### config.mk
export PLATFORM = sky130hd
export DESIGN_NAME = dcache_ctrl
export DESIGN_NICKNAME = d
export VERILOG_FILES = /design/src/rtl/dcache_pkg.sv /design/src/rtl/dcache_tag_data_array.sv /design/src/rtl/dcache_ctrl.sv
export SDC_FILE = /design/constraint.sdc
export NUM_CORES = 2
export LEC_CHECK = 0
export CAP_MARGIN = 20
export CORE_AREA = 2 2 795 797
export CTS_CLUSTER_DIAMETER = 200
export CTS_CLUSTER_SIZE = 25
export DETAILED_ROUTE_END_ITERATION = 16
export DIE_AREA = 0 0 797 799
export SYNTH_ARGS = -nofsm -noshare
export SYNTH_HDL_FRONTEND = slang
export SYNTH_MEMORY_MAX_BITS = 65536
export SYNTH_SLANG_ARGS = --single-unit
### constraint.sdc
create_clock -name clk_i -period 5.15 [get_ports clk_i]
set_clock_uncertainty 0.05 [all_clocks]
set_input_delay 0.515 -clock clk_i [delete_from_list [all_inputs] [get_ports clk_i]]
set_output_delay 0.515 -clock clk_i [all_outputs]
set_load 0.05 [all_outputs]
### src/rtl/dcache_pkg.sv
`default_nettype none
// ============================================================================
//  Module   : dcache_pkg
//  Purpose  : Shared types and constants for the direct-mapped write-back
//             data cache (geometry, address field positions, FSM states).
//  Ports    : none (package)
//  Revision : 1.0 - initial release
// ============================================================================
package dcache_pkg;

  localparam int INDEX_BITS = 5;
  localparam int TAG_BITS   = 23;
  localparam int LINE_WORDS = 4;
  localparam int LINE_BITS  = 128;
  localparam int NUM_LINES  = 1 << INDEX_BITS;

  // Address field positions: tag = [31:9], index = [8:4], word = [3:2]
  localparam int WORD_LSB  = 2;
  localparam int INDEX_LSB = 4;
  localparam int TAG_LSB   = 9;

  typedef enum logic [1:0] {
    IDLE      = 2'd0,
    WRITEBACK = 2'd1,
    ALLOCATE  = 2'd2
  } state_t;

endpackage
`default_nettype wire

### src/rtl/dcache_tag_data_array.sv
`default_nettype none
// ============================================================================
//  Module   : dcache_tag_data_array
//  Purpose  : Tag, valid, dirty and data storage for the data cache.
//             Combinational read of one line; synchronous writes.
//  Ports    : clk        - clock, rising edge
//             clr_valid  - synchronous clear of all valid and dirty bits
//             index      - line selected for both read and write
//             valid/dirty/tag/line - read port for the selected line
//             line_we    - refill: write line_data + tag_data, set valid,
//                          clear dirty
//             word_we    - per-word store enables (one-hot from the ctrl)
//             word_data  - store data for enabled words
//             dirty_set  - mark selected line dirty
//             dirty_clr  - mark selected line clean
//  Revision : 1.0 - initial release
// ============================================================================
module dcache_tag_data_array
  import dcache_pkg::*;
(
  input  logic                  clk,
  input  logic                  clr_valid,
  input  logic [INDEX_BITS-1:0] index,
  output logic                  valid,
  output logic                  dirty,
  output logic [TAG_BITS-1:0]   tag,
  output logic [LINE_BITS-1:0]  line,
  input  logic                  line_we,
  input  logic [LINE_BITS-1:0]  line_data,
  input  logic [TAG_BITS-1:0]   tag_data,
  input  logic [LINE_WORDS-1:0] word_we,
  input  logic [31:0]           word_data,
  input  logic                  dirty_set,
  input  logic                  dirty_clr
);

  logic [NUM_LINES-1:0] r_valid;
  logic [NUM_LINES-1:0] r_dirty;
  logic [TAG_BITS-1:0]  r_tag  [NUM_LINES];
  logic [LINE_BITS-1:0] r_data [NUM_LINES];

  assign valid = r_valid[index];
  assign dirty = r_dirty[index];
  assign tag   = r_tag[index];
  assign line  = r_data[index];

  // Status bits are the only state that needs clearing.
  always_ff @(posedge clk) begin
    if (clr_valid) begin
      r_valid <= '0;
      r_dirty <= '0;
    end else begin
      if (line_we) begin
        r_valid[index] <= 1'b1;
        r_dirty[index] <= 1'b0;
      end
      if (dirty_set) r_dirty[index] <= 1'b1;
      if (dirty_clr) r_dirty[index] <= 1'b0;
    end
  end

  // Refill replaces the whole line; otherwise only enabled words change,
  // so a store never disturbs its neighbours.
  always_ff @(posedge clk) begin
    if (line_we) begin
      r_tag[index]  <= tag_data;
      r_data[index] <= line_data;
    end else begin
      for (int w = 0; w < LINE_WORDS; w++) begin
        if (word_we[w]) r_data[index][w*32 +: 32] <= word_data;
      end
    end
  end

endmodule
`default_nettype wire

### src/rtl/dcache_ctrl.sv
`default_nettype none
// ============================================================================
//  Module   : dcache_ctrl
//  Purpose  : Direct-mapped, write-back, write-allocate data cache controller
//             for the MEM stage. Hits complete with no stall; misses stall
//             the pipeline while a dirty victim is written back and the line
//             is refilled from 128-bit main memory (req/ack handshake).
//  Ports    : clk_i, rst_i (sync, active-low)
//             cpu_req_i/cpu_we_i/cpu_addr_i/cpu_wdata_i - CPU access (held
//                 stable by the pipeline while stall_o is high)
//             cpu_rdata_o - load data, 0 unless a read hit
//             stall_o     - pipeline freeze
//             mem_req_o/mem_we_o/mem_addr_o/mem_wdata_o - memory request
//             mem_ack_i/mem_rdata_i - one-cycle completion + refill data
//  Revision : 1.0 - initial release
// ============================================================================
module dcache_ctrl
  import dcache_pkg::*;
(
  input  logic                 clk_i,
  input  logic                 rst_i,
  input  logic                 cpu_req_i,
  input  logic                 cpu_we_i,
  input  logic [31:0]          cpu_addr_i,
  input  logic [31:0]          cpu_wdata_i,
  output logic [31:0]          cpu_rdata_o,
  output logic                 stall_o,
  output logic                 mem_req_o,
  output logic                 mem_we_o,
  output logic [31:0]          mem_addr_o,
  output logic [LINE_BITS-1:0] mem_wdata_o,
  input  logic                 mem_ack_i,
  input  logic [LINE_BITS-1:0] mem_rdata_i
);

  state_t r_state;
  state_t w_next;

  logic [TAG_BITS-1:0]   w_cpu_tag;
  logic [INDEX_BITS-1:0] w_index;
  logic [1:0]            w_word;
  logic                  w_valid;
  logic                  w_dirty;
  logic [TAG_BITS-1:0]   w_tag;
  logic [LINE_BITS-1:0]  w_line;
  logic                  w_hit;
  logic                  w_line_we;
  logic [LINE_WORDS-1:0] w_word_we;
  logic                  w_dirty_set;
  logic                  w_dirty_clr;
  logic                  w_unused_addr;

  assign w_cpu_tag     = cpu_addr_i[31:TAG_LSB];
  assign w_index       = cpu_addr_i[TAG_LSB-1:INDEX_LSB];
  assign w_word        = cpu_addr_i[INDEX_LSB-1:WORD_LSB];
  assign w_unused_addr = ^cpu_addr_i[WORD_LSB-1:0];

  assign w_hit = cpu_req_i & w_valid & (w_tag == w_cpu_tag);

  dcache_tag_data_array u_array (
    .clk       (clk_i),
    .clr_valid (~rst_i),
    .index     (w_index),
    .valid     (w_valid),
    .dirty     (w_dirty),
    .tag       (w_tag),
    .line      (w_line),
    .line_we   (w_line_we),
    .line_data (mem_rdata_i),
    .tag_data  (w_cpu_tag),
    .word_we   (w_word_we),
    .word_data (cpu_wdata_i),
    .dirty_set (w_dirty_set),
    .dirty_clr (w_dirty_clr)
  );

  always_ff @(posedge clk_i) begin
    if (!rst_i) r_state <= IDLE;
    else        r_state <= w_next;
  end

  always_comb begin
    w_next      = r_state;
    cpu_rdata_o = 32'h0;
    stall_o     = 1'b0;
    mem_req_o   = 1'b0;
    mem_we_o    = 1'b0;
    mem_addr_o  = 32'h0;
    mem_wdata_o = '0;
    w_line_we   = 1'b0;
    w_word_we   = '0;
    w_dirty_set = 1'b0;
    w_dirty_clr = 1'b0;

    case (r_state)
      IDLE: begin
        if (w_hit) begin
          if (cpu_we_i) begin
            // Gated by reset so a store in the reset cycle cannot leave
            // a dirty line behind.
            w_word_we   = rst_i ? (LINE_WORDS'(1) << w_word) : '0;
            w_dirty_set = rst_i;
          end else begin
            cpu_rdata_o = w_line[w_word*32 +: 32];
          end
        end else if (cpu_req_i) begin
          stall_o = 1'b1;
          w_next  = (w_valid && w_dirty) ? WRITEBACK : ALLOCATE;
        end
      end

      WRITEBACK: begin
        // Index is unchanged by the held request, so the array still
        // presents the victim line and its tag.
        stall_o     = 1'b1;
        mem_req_o   = 1'b1;
        mem_we_o    = 1'b1;
        mem_addr_o  = {w_tag, w_index, 4'b0000};
        mem_wdata_o = w_line;
        if (mem_ack_i) begin
          w_dirty_clr = 1'b1;
          w_next      = ALLOCATE;
        end
      end

      ALLOCATE: begin
        stall_o    = 1'b1;
        mem_req_o  = 1'b1;
        mem_addr_o = {w_cpu_tag, w_index, 4'b0000};
        if (mem_ack_i) begin
          w_line_we = rst_i;
          w_next    = IDLE;
        end
      end

      default: w_next = IDLE;
    endcase
  end

endmodule
`default_nettype wire

==> results.sh <==
export IMPL_critPathArrivalTime_ns=4.53
export IMPL_worstPathRequired_ns=4.59
export IMPL_ant_nets=0
export IMPL_overflow=0
export IMPL_ys_ff_latch=4898
export IMPL_min_from="cpu_addr_i[24]"
export IMPL_h_tree_depth=4
export IMPL_routabilityCongestion=0.830
export IMPL_critPathKind="in2out"
export IMPL_root_buffer="clkbuf_16"
export IMPL_synth_area_per_cell_um2=22.0
export IMPL_hold_path_class="in2reg"
export IMPL_wl_per_cell_um=33.1
export IMPL_slowest_stage="or4b_4"
export IMPL_yosysWarnings=0
export IMPL_syn_to_final_growth_pct=17.7
export IMPL_die_area_um2=637000
export IMPL_synth_area_um2=188000
export IMPL_numCtsBuffers=217
export IMPL_drv_slew=0
export IMPL_hpwl_um=383000
export IMPL_drc=0
export IMPL_grt_max_degree=100
export IMPL_wirelength_um=602000
export IMPL_num_rows=292
export IMPL_ys_flop_type="edfxtp_1"
export IMPL_grt_setup_unrepaired="yes"
export IMPL_drv_cap=0
export IMPL_cts_clk_slew_worst_paths_ns=0.10
export IMPL_die_x_um=797
export IMPL_vias=97800
export IMPL_dieHeight_um=799
export IMPL_max_vdd_ir_drop_mv=0.295
export IMPL_relSlewSlack=0.242
export IMPL_initialDrtViolationCount=14100
export IMPL_finalCriticalPeriod_ns=5.10
export IMPL_initial_core_util=0.299
export IMPL_layout_drive_gt1_share=0.297
export IMPL_track_usage=0.183
export IMPL_whs_endpoint="u_array.r_tag[31][15]"
export IMPL_netlist_cell_type_count=52
export IMPL_first_pass_iters=5
export IMPL_grt_pass1_wl_um=809000
export IMPL_hold_path_depth=2
export IMPL_nNetsFinal=9862
export IMPL_rr_worst_depth=15
export IMPL_synth_edff_count=4832
export IMPL_tns_ns=0
export IMPL_vias_per_cell=5.37
export IMPL_tightest_slew_ns=1.14
export IMPL_insertion_delay_ns=0.98
export IMPL_cts_hold_buffers=0
export IMPL_clock_sinks=4898
export IMPL_r2r_end="u_array.r_data[30][80]"
export IMPL_antenna_found_initial=72
export IMPL_fin_util=0.352
export IMPL_hold_viol=0
export IMPL_path_cells="dlygate4sd2_1 > buf_12 > or4b_4 > buf_6 > o22ai_1 > nor4_4 > buf_4 > and3_1 > nor4_2 > buf_4 > and4_4 > buf_4 > nand4_1 > or3_4 > buf_12 > buf_16 > nor2b_1 > buf_12"
export IMPL_seq_area_frac_synth=0.779
export IMPL_grt_pass1_vias=93700
export IMPL_cp_max_fo=15
export IMPL_p_leak_uw=0.0679
export IMPL_crit_path_start_kind="primary input"
export IMPL_finalSetupViolCount=0
export IMPL_crit_path_end_kind="primary output"
export IMPL_clk_path_buf_depth=4
export IMPL_status="finished, final reports clean"
export IMPL_io_pins=392
export IMPL_fp_coreArea_um2=629000
export IMPL_slowest_delay_ns=0.54
export IMPL_port_buffers=385
export IMPL_async_flop_share=0
export IMPL_cts_tree="built"
export IMPL_critPathLaunch="cpu_addr_i[6]"
export IMPL_dpl_instance_area_um2=215000
export IMPL_powerDensity_nw_per_um2=312
export IMPL_max_freq_mhz=196
export IMPL_netlist_instances=8561
export IMPL_timing_rr_start="u_array.r_tag[7][1]"
export IMPL_stdcell_area_um2=221000
export IMPL_period_share=0.989
export IMPL_regToRegSetupSlack_ns=0.64
per-stage QoR:
step	total power [uW]	hold WS [ns]	setup WS, ns	std cells
2_1_floorplan	46900	0.376	-0.247	8564
3_3_place_gp	50000	0.382	-0.600	17800
3_5_place_dp	50000	0.389	-0.599	17800
4_1_cts	69200	0.270	0.00370	18100
5_1_grt	70700	0.328	-0.0501	18100
6_report	69000	0.332	0.0544	18200
power by group:
part / internal, uW / total, uW / switching [uW] / leakage (uW)
clock network: 7760 / 19800 / 12000 / 0.00281
logic: 1990 / 5380 / 3390 / 0.0212
registers: 43800 / 43800 / 14.7 / 0.0440
sequential cells by signal (all words and copies together) (netlist names), named ones only:
signal and flops:
u_array.r_valid 32, u_array.r_data 4096, r_state 2, u_array.r_dirty 1, u_array.r_tag 736
placed cells by master, fill, tap and decap left out, types with 6 or more instances in the layout:
master              n
buf_2              17
a21oi_1            30
edfxtp_1         4832
clkbuf_16         219
and4_1             13
mux2_2            112
o211ai_1           33
nand3_1            12
dfxtp_1            66
mux4_2           1064
nor2b_2            13
diode_2           124
o22ai_2            13
buf_12            494
nand4_1            92
nor4_1             30
clkbuf_1           35
o21ai_0            28
nor2b_1            77
clkdlybuf4s50_1   177
xor2_1              8
nor4_2             19
and2_1             95
nor2_1             12
buf_4             698
a221oi_1           28
nand2_1            61
mux2_1             16
a22o_1             28
nor2_4            161
a22oi_1           483
mux2i_1           379
nand4bb_2           6
a21o_1             36
o22ai_1           178
and3_1             40
nor4_4              6
cell type report:
class                   count  area, um^2
diodes                    124         310
repair buffers           1400       17200
clock inverters             9         146
clock buffers             254        5610
flip-flops and latches   4898      146000
multi-input cells        3140       41100
fillers                 57700      408000
well taps                8379       10500
inverters                   4        15.0
cell usage after synthesis, drive strengths merged, types with 5 or more instances:
library cell,number,area share
o21a,5,0.00020
nor4,55,0.0019
o22ai,193,0.0064
nor3,5,0.00034
a22o,28,0.0013
o21ai,28,0.00075
and4,14,0.00065
nor2,175,0.0035
nand3,13,0.00035
mux2i,384,0.020
nor2b,91,0.0030
nand4,92,0.0031
a221oi,28,0.0013
o211ai,33,0.0013
and2,96,0.0032
nand2,61,0.0012
mux2,128,0.0077
nand4bb,6,0.00036
o21bai,5,0.00020
edfxtp,4832,0.77
a22oi,483,0.019
buf,251,0.0062
a21o,36,0.0014
mux4,1064,0.13
xor2,8,0.00037
and3,41,0.0014
a21oi,30,0.00080
dfxtp,66,0.0070
clkbuf,271,0.0054
logic make-up after synthesis:
kind of cell,Yosys count,synth area share
fa+ha+maj,4,0.000266
other cells,1,0.0000199
simple gates,669,0.0198
xor+xnor,8,0.000373
compound gates,879,0.0335
buf+inv,526,0.0117
flops,4898,0.779
mux,1576,0.156
worst max-delay path by stage:
stage	slack (ns)	endpoint	cells past startpoint
after floorplan	-0.25	u_array.r_data[8][100]	15
after global placement	-0.60	u_array.r_data[22][60]	18
after detailed placement	-0.60	u_array.r_data[23][54]	18
after CTS	0.004	cpu_rdata_o[3]	14
after global routing	-0.05	cpu_rdata_o[18]	18
final	0.05	cpu_rdata_o[18]	18
layer usage:
| metal | part of all wire | vias to the layer above | global-route usage | wire length, um |
|---|---|---|---|---|
| li1 | - | 38500 | - | - |
| met1 | 0.40 | 53100 | 0.255 | 241000 |
| met2 | 0.46 | 5541 | 0.282 | 276000 |
| met3 | 0.12 | 661 | 0.0507 | 69800 |
| met4 | 0.026 | 12 | 0.0496 | 15400 |
| met5 | 0.00014 | - | 0 | 87 |
worst max-delay path: cells and delay by family:
kind,cells,cell delay (ns)
AO/OA/AOI/OAI,1,0.32
AND/OR/NAND/NOR,8,2.14
buffers and inverters,9,1.52
timing repair:
item | in CTS | in global routing
setup buffers | 8 | 4
cloned | 1 | 0
resized for setup | 68 | 24
endpoints found under the hold margin | 0 | 0
setup endpoints to repair | 32 | 28
pin swaps | 14 | 6
Power figures use the tool's default switching activity.
